**src/rtl/dma_read_engine.sv**
```systemverilog
// Avalon-MM read engine: fetches num_words consecutive words from src_addr
// into a show-ahead FIFO and streams them out over valid/ready.
//
// state   | meaning
// --------+--------------------------------------------------------------
// S_IDLE  | waiting for start; address/remaining latched on acceptance
// S_READ  | issuing reads while the FIFO has room, until rem reaches 0
// S_DRAIN | no reads; waits for the FIFO to empty, then pulses done
module dma_read_engine #(
  parameter int FIFO_DEPTH = 4
) (
  input  logic        clk,
  input  logic        reset_n,
  input  logic        start,
  input  logic [31:0] src_addr,
  input  logic [31:0] num_words,
  output logic        busy,
  output logic        done,
  output logic [31:0] avm_address,
  output logic        avm_read,
  input  logic        avm_waitrequest,
  input  logic [31:0] avm_readdata,
  output logic [31:0] out_data,
  output logic        out_valid,
  input  logic        out_ready
);

  localparam int PW = (FIFO_DEPTH > 1) ? $clog2(FIFO_DEPTH) : 1;
  localparam int CW = PW + 1;

  typedef enum logic [1:0] {S_IDLE, S_READ, S_DRAIN} state_t;

  state_t          r_state;
  logic [31:0]     r_addr;
  logic [31:0]     r_rem;
  logic [31:0]     r_mem [FIFO_DEPTH];
  logic [PW-1:0]   r_wr_ptr;
  logic [PW-1:0]   r_rd_ptr;
  logic [CW-1:0]   r_count;
  logic            r_busy;
  logic            r_done;

  logic            w_push;
  logic            w_pop;
  logic [CW-1:0]   w_count_nxt;
  logic            w_unused;

  assign w_unused = ^src_addr[1:0];

  // Gated on registered occupancy only, so a stalled request cannot be withdrawn.
  assign avm_read    = (r_state == S_READ) && (r_count < CW'(FIFO_DEPTH));
  assign avm_address = r_addr;
  assign w_push      = avm_read && !avm_waitrequest;
  assign out_valid   = (r_count != '0);
  assign w_pop       = out_valid && out_ready;
  assign w_count_nxt = r_count + CW'(w_push) - CW'(w_pop);
  assign out_data    = out_valid ? r_mem[r_rd_ptr] : 32'd0;
  assign busy        = r_busy;
  assign done        = r_done;

  always_ff @(posedge clk) begin
    if (w_push) r_mem[r_wr_ptr] <= avm_readdata;
  end

  always_ff @(posedge clk or negedge reset_n) begin
    if (!reset_n) begin
      r_state  <= S_IDLE;
      r_addr   <= 32'd0;
      r_rem    <= 32'd0;
      r_wr_ptr <= '0;
      r_rd_ptr <= '0;
      r_count  <= '0;
      r_busy   <= 1'b0;
      r_done   <= 1'b0;
    end else begin
      r_done  <= 1'b0;
      r_count <= w_count_nxt;
      if (r_done) r_busy <= 1'b0;
      if (w_push) r_wr_ptr <= r_wr_ptr + PW'(1);
      if (w_pop)  r_rd_ptr <= r_rd_ptr + PW'(1);
      case (r_state)
        S_IDLE: begin
          if (start) begin
            r_addr  <= {src_addr[31:2], 2'b00};
            r_rem   <= num_words;
            r_busy  <= 1'b1;
            r_state <= (num_words == 32'd0) ? S_DRAIN : S_READ;
          end
        end
        S_READ: begin
          if (w_push) begin
            r_addr <= r_addr + 32'd4;
            r_rem  <= r_rem - 32'd1;
            if (r_rem == 32'd1) r_state <= S_DRAIN;
          end
        end
        S_DRAIN: begin
          // Looking at next occupancy lets done land the cycle after the last pop.
          if (w_count_nxt == '0) begin
            r_done  <= 1'b1;
            r_state <= S_IDLE;
          end
        end
        default: r_state <= S_IDLE;
      endcase
    end
  end

endmodule

```
**config.mk**
```make
export PLATFORM = sky130hd
export DESIGN_NAME = dma_read_engine
export DESIGN_NICKNAME = d
export VERILOG_FILES = /design/src/rtl/dma_read_engine.sv
export SDC_FILE = /design/constraint.sdc
export NUM_CORES = 1
export LEC_CHECK = 0
export CORE_MARGIN = 10
export CORE_UTILIZATION = 40
export DETAILED_ROUTE_END_ITERATION = 6
export PLACE_DENSITY = 0.67
export SKIP_CTS_REPAIR_TIMING = 1
export SYNTH_ARGS = -nofsm -noshare
export SYNTH_HDL_FRONTEND = slang
export SYNTH_SLANG_ARGS = --single-unit
```
**constraint.sdc**
```tcl
create_clock -name clk -period 2.6 [get_ports clk]
set_input_delay 0.39 -clock clk [delete_from_list [all_inputs] [get_ports clk]]
set_output_delay 0.39 -clock clk [all_outputs]
set_load 0.1 [all_outputs]
```
==> flow_summary.toml, run 1 <==
[setup_path]
crit_fanout = 2
critPathKind = "reg2reg"
cp_slowest_cell = "dfrtp_1"
start_kind = "register"
worstPathCellList = "or3_4, and2_4, ha_1, inv_1, ha_2, fa_2, xor2_1, xnor2_1, o311ai_1, nand3b_1"
crit_family = "adder cells"
crit_path_max_incr_delay_ns = 0.38
endpoint_kind = "register"
required_ns = 2.99
crit_arrival_ns = 2.96
crit_buf_inv = 1

[global_routing]
grt_remaining_overflow = 0
grt_max_degree = 73
grtUsageTotal = 0.157
grt_pass1_vias = 7081
antenna_found_initial = 1
grt_pass1_wl_um = 39100

[clock_tree]
clockRootBuffer = "clkbuf_16"
clk_pin_slew_ns = 0.06
cts_sinks = 201
insertion_delay_ns = 0.51
cts_max_level = 1
clock_path_buffers = 3
cts_tree = "yes"
cts_buffers = 23

[drt]
drt_first_pass_iters = 5
drtAntennaViolNets = 0
vias = 7078
drc = 0
wl_per_cell_um = 19.3
drt-total-wl_um = 24400
first_iter_violations = 527
drt-vias-per-instance = 5.59

[layout]
drive_above_1_share = 0.215
layout_commonest_cell = "edfxtp_1"
area_growth_pct = 35.0
fin_nets = 1042
layout_common_cells = "edfxtp_1 (128), clkdlybuf4s50_1 (97), dfrtp_1 (69), buf_4 (61), a21oi_1 (55)"

[pwr]
power_mw = 15.6
pwr-share-seq = 0.276
p_leak_nw = 4.62
cellPowerDensity_nw_per_um2 = 1230
peakVddDrop_v = 0.00105
clkPwrFrac = 0.193
p_comb_frac = 0.531
p_sw_mw = 6.82
swShare = 0.436
internal_power_mw = 8.82

[floorplan]
coreArea_sq_um = 23300
io_pins = 169
fp.dieW_um = 174
die_area_sq_um = 30100
start_util = 0.404
rows = 56
die_h_um = 174

[synthesis]
synthArstFlopShare = 0.363
synth_top_family_by_area = "simple AND/OR/NAND/NOR gates"
yosys_warnings = 0
synth_compound_area_frac = 0.119
ys.flop_type = "edfxtp_1"
synth_edf_count = 128
synth_seq_cells = 201
synth_cells = 747
synthAdderAreaFrac = 0.0141
synth_simple_gate_area_frac = 0.155
yosysUniqueCellTypes = 70
seq_area_frac_synth = 0.601
syn_avg_cell_area_sq_um = 12.6
synth-xor-area-share = 0.00464
synthMuxAreaShare = 0.0787
netlist_area_sq_um = 9430

[flow_run]
cap_violations = 0

[timing]
final_hold_viol_count = 0
worst_hold_slack_ns = 0.426
finalCriticalPeriod_ns = 2.57
final.period_utilization = 0.989
relSlewSlack = 0.562
finClkSkew_ns = 0.0114
rsz0062_at_grt = "true"
worst_pin_slew_ns = 0.657
final-setup-viol-count = 0
maxSlewViolCount = 0
timing.fmax_ghz = 0.389

[place]
gp_congestion = 0.821
portBuffers = 164
dp_hpwl_um = 16800

[worst_hold_path]
min_path_type = "in2async"

[run_status]
status = "completed"
## through the flow
step / worst slack, ns / cell area [sq um] / TNS [ns] / std cells / utilization
6_report: 0.0291 / 12700 / 0 / 1266 / 0.546
5_1_grt: -0.121 / 12700 / -0.140 / 1265 / 0.546
4_1_cts: -0.135 / 12700 / -1.13 / 1261 / 0.543
3_5_place_dp: -0.414 / 12000 / -0.760 / 1221 / 0.513
3_3_place_gp: -0.329 / 12000 / -0.593 / 1221 / 0.513
2_1_floorplan: -0.198 / 9440 / -0.355 / 748 / -
## metal layers
layer,track usage,routed length [um],vias to the layer above
met5,0,0,-
met4,0.0356,421,0
met3,0.0455,1940,35
met2,0.254,11600,247
met1,0.206,10400,3523
li1,-,-,3273
## sequential cells by signal, indices dropped and copies added (netlist names)
signal	flops
done	1
r_rem	32
busy	1
r_state	2
r_rd_ptr	2
avm_address	30
r_mem	128
r_count	3
r_wr_ptr	2
## synth_stat cells (4+ instances only)
cell | count | area, sq um
clkbuf_1 | 37 | 139
or3_1 | 8 | 50.1
or4_1 | 7 | 52.6
a311oi_1 | 7 | 61.3
o22ai_1 | 12 | 75.1
and3_1 | 10 | 62.6
dfrtp_1 | 73 | 1830
nand2_1 | 36 | 135
nor2_1 | 54 | 203
a2bb2oi_1 | 8 | 70.1
o22a_1 | 4 | 35.0
a31oi_1 | 7 | 43.8
and2_1 | 40 | 250
inv_1 | 18 | 67.6
a211oi_1 | 5 | 37.5
mux4_2 | 32 | 721
nor4_2 | 4 | 50.1
nor3_1 | 10 | 50.1
o21ai_0 | 39 | 195
nand3_1 | 27 | 135
edfxtp_1 | 128 | 3840
a22oi_1 | 6 | 45.0
nor4_1 | 16 | 100
a21oi_1 | 55 | 275
o211ai_1 | 7 | 52.6
nand4_1 | 15 | 93.8
ha_1 | 9 | 113
buf_2 | 6 | 30.0
## path summary, 6_finish.rpt
| kind | from | to | slack, ns | depth (start not counted) |
|---|---|---|---|---|
| worst max-delay path | r_count[1] | r_state[1] | 0.03 | 10 |
| worst min-delay path | reset_n | r_rem[8] | 0.43 | 2 |
| worst max register to register | r_count[1] | r_state[1] | 0.03 | 10 |
| worst min register to register | done | busy | 0.49 | 1 |
| max in group asynchronous | reset_n | r_wr_ptr[1] | 1.57 | 3 |
| min in group clk | src_addr[2] | avm_address[2] | 0.43 | 3 |
## power groups by stage
stage	Clock, mW	Sequential [mW]	Combinational [mW]
3_3_place_gp	0	4.37	8.22
3_5_place_dp	0	4.39	8.28
4_1_cts	3.11	4.34	8.29
5_1_grt	3.22	4.39	8.68
2_1_floorplan	0	4.73	4.91
6_report	3.02	4.32	8.30
## final cells by class
| class | instances | area (sq um) |
|---|---|---|
| diodes | 1 | 2.50 |
| clock buffers | 34 | 658 |
| clock inverters | 6 | 45.0 |
| fillers | 1942 | 10600 |
| inverters | 18 | 67.6 |
| multi-input cells | 483 | 3540 |
| flip-flops and latches | 201 | 5680 |
| well taps | 319 | 399 |
| repair buffers | 204 | 2340 |
## cells by family after synthesis
group	count (synthesis)
mux	34
buf+inv	64
fa+ha+maj	10
compound gates	177
xor+xnor	5
flops	201
other cells	1
simple gates	255
Power figures use the tool's default switching activity.
==> run 2: changes to the inputs <==
--- a/config.mk
+++ b/config.mk
@@ -7,6 +7,7 @@
 export LEC_CHECK = 0
 export CORE_MARGIN = 10
 export CORE_UTILIZATION = 40
+export CTS_CLUSTER_DIAMETER = 40
 export DETAILED_ROUTE_END_ITERATION = 6
 export PLACE_DENSITY = 0.67
 export SKIP_CTS_REPAIR_TIMING = 1
==> run 2 against run 1 <==
Count of clock-buffer cells in the layout rose by 9. Utilization grew 1.8 points. Total power is 8.7% higher. Clock skew rose by 0.013 ns. Final cell count grew 1.7%. Fmax shrank 0.70%. Critical path depth is the same. Critical path type unchanged. Critical endpoint unchanged. Largest power group unchanged.
==> flow_summary.toml, run 2 (same netlist as run 1, synthesis figures left out) <==
[pwr]
pwr-share-seq = 0.255
cellPowerDensity_nw_per_um2 = 1290
clkPwrFrac = 0.256
internal_power_mw = 9.87
swShare = 0.419
p_sw_mw = 7.13
p_comb_frac = 0.490
peakVddDrop_v = 0.00106
p_leak_nw = 4.82

[layout]
layout_common_cells = "edfxtp_1 (128), clkdlybuf4s50_1 (97), dfrtp_1 (69), buf_4 (61), a21oi_1 (55)"
fin_cells = 1287
area_growth_pct = 39.6
layout_commonest_cell = "edfxtp_1"
multi_input_area_sq_um = 3550
post-route-util = 0.564
nFillCells = 1912
drive_above_1_share = 0.238
final-seq-area_sq_um = 5680
top_register = "r_mem"
final_design_area_no_fill_sq_um = 13200
largest_reg_flops = 128
fin_nets = 1053

[global_routing]
grt_pass1_wl_um = 39400
grt_remaining_overflow = 0
grt_pass1_vias = 7229
antenna_found_initial = 1
grtUsageTotal = 0.160
grt_max_degree = 73

[drt]
vias = 7124
drt-vias-per-instance = 5.54
wl_per_cell_um = 19.1
drt_first_pass_iters = 7
first_iter_violations = 503
drt-total-wl_um = 24600
drtAntennaViolNets = 0
drc = 0

[setup_path]
crit_path_max_incr_delay_ns = 0.38
worstPathCellList = "or3_4, and2_4, ha_1, inv_1, ha_2, fa_2, xor2_1, xnor2_1, o311ai_1, nand3b_1"
worstReg2RegStart = "r_count[1]"
start_kind = "register"
worst_r2r_path_depth = 10
cp_slowest_cell = "or3_4"
crit_arrival_ns = 2.94
critPathKind = "reg2reg"
required_ns = 2.95
setup.worst_path.start = "r_count[1]"
crit_path_end = "r_state[1]"
rrSetupSlack_ns = 0.01
crit_fanout = 2
endpoint_kind = "register"
worstReg2RegEnd = "r_state[1]"

[floorplan]
io_pins = 169
die_h_um = 174
rows = 56
fp.dieW_um = 174
start_util = 0.404
die_area_sq_um = 30100
coreArea_sq_um = 23300

[timing]
finalCriticalPeriod_ns = 2.59
maxSlewViolCount = 0
rsz0062_at_grt = "true"
final_hold_viol_count = 0
worst_hold_slack_ns = 0.453
layout_setup_ws_ns = 0.0110
final.period_utilization = 0.996
worst_pin_slew_ns = 0.656
final-setup-viol-count = 0
finClkSkew_ns = 0.0248
relSlewSlack = 0.563
timing.fmax_ghz = 0.386

[place]
dp_cells = 1221
gp_congestion = 0.821
place_area_sq_um = 12000
place_ws_ns = -0.414
portBuffers = 164
dp_hpwl_um = 16800

[clock_tree]
cts_buffers = 34
clockRootBuffer = "clkbuf_16"
cts_sinks = 201
cts_tree = "yes"
cts_max_level = 2
insertion_delay_ns = 0.50
clock_path_buffers = 3
clk_pin_slew_ns = 0.05

[run_status]
status = "completed"

[flow_run]
cap_violations = 0

[worst_hold_path]
min_path_type = "in2reg"
[run 2: cell types whose count changed in the layout (fill, tap and decap cells not counted), moves of 3 or more]
cell,change
clkinv_2,+3
clkinvlp_4,+3
clkbuf_16,+11
inv_8,+3
clkbuf_1,-4
[run 2: power by group through the flow]
stage	Sequential, mW	Clock (mW)	Combinational, mW
4_1_cts	4.34	4.44	8.29
3_5_place_dp	4.39	0	8.28
5_1_grt	4.39	4.60	8.69
6_report	4.33	4.35	8.32
3_3_place_gp	4.37	0	8.22
2_1_floorplan	4.73	0	4.91
[run 2: worst min path at each step]
stage / start / slack (ns) / cells after the start / end
6_report: src_addr[2] / 0.45 / 3 / avm_address[2]
5_1_grt: src_addr[2] / 0.47 / 3 / avm_address[2]
4_1_cts: reset_n / -0.06 / 1 / r_rem[26]
3_5_place_dp: reset_n / 0.46 / 1 / r_rem[8]
3_3_place_gp: reset_n / 0.46 / 1 / r_rem[7]
2_1_floorplan: reset_n / 0.09 / 0 / avm_address[10]
[run 2: layer usage]
layer  global-route usage  wire [um]  vias to the layer above
met2                0.257      11600                      261
met3               0.0523       1960                       32
li1                     -          -                     3309
met4               0.0435        369                        0
met1                0.204      10700                     3522
met5                    0          0                        -
[run 2: final cells by class]
cell class / count / share of cell area
Timing Repair Buffer: 204 / 0.178
Clock buffer: 43 / 0.0719
Tap cell: 319 / 0.0303
Multi-Input combinational cell: 483 / 0.270
Inverter: 18 / 0.00513
Sequential cell: 201 / 0.431
Antenna cell: 1 / 0.000190
Clock inverter: 18 / 0.0136
[run 2: critical path: cells and delay by family, from the launching register on]
kind / cells / cell delay, ns
AOI/OAI and AO/OA: 1 / 0.32
and+or+nand+nor: 3 / 0.64
DFF: 1 / 0.37
buffers and inverters: 1 / 0.04
xor gates and xnor gates: 2 / 0.31
adders and majority gates: 3 / 0.78
[run 2: through the flow]
stage | setup TNS [ns] | total power, mW
2_1_floorplan | -0.355 | 9.64
3_3_place_gp | -0.593 | 12.6
3_5_place_dp | -0.760 | 12.7
4_1_cts | -0.520 | 17.1
5_1_grt | -0.145 | 17.7
6_report | 0 | 17.0
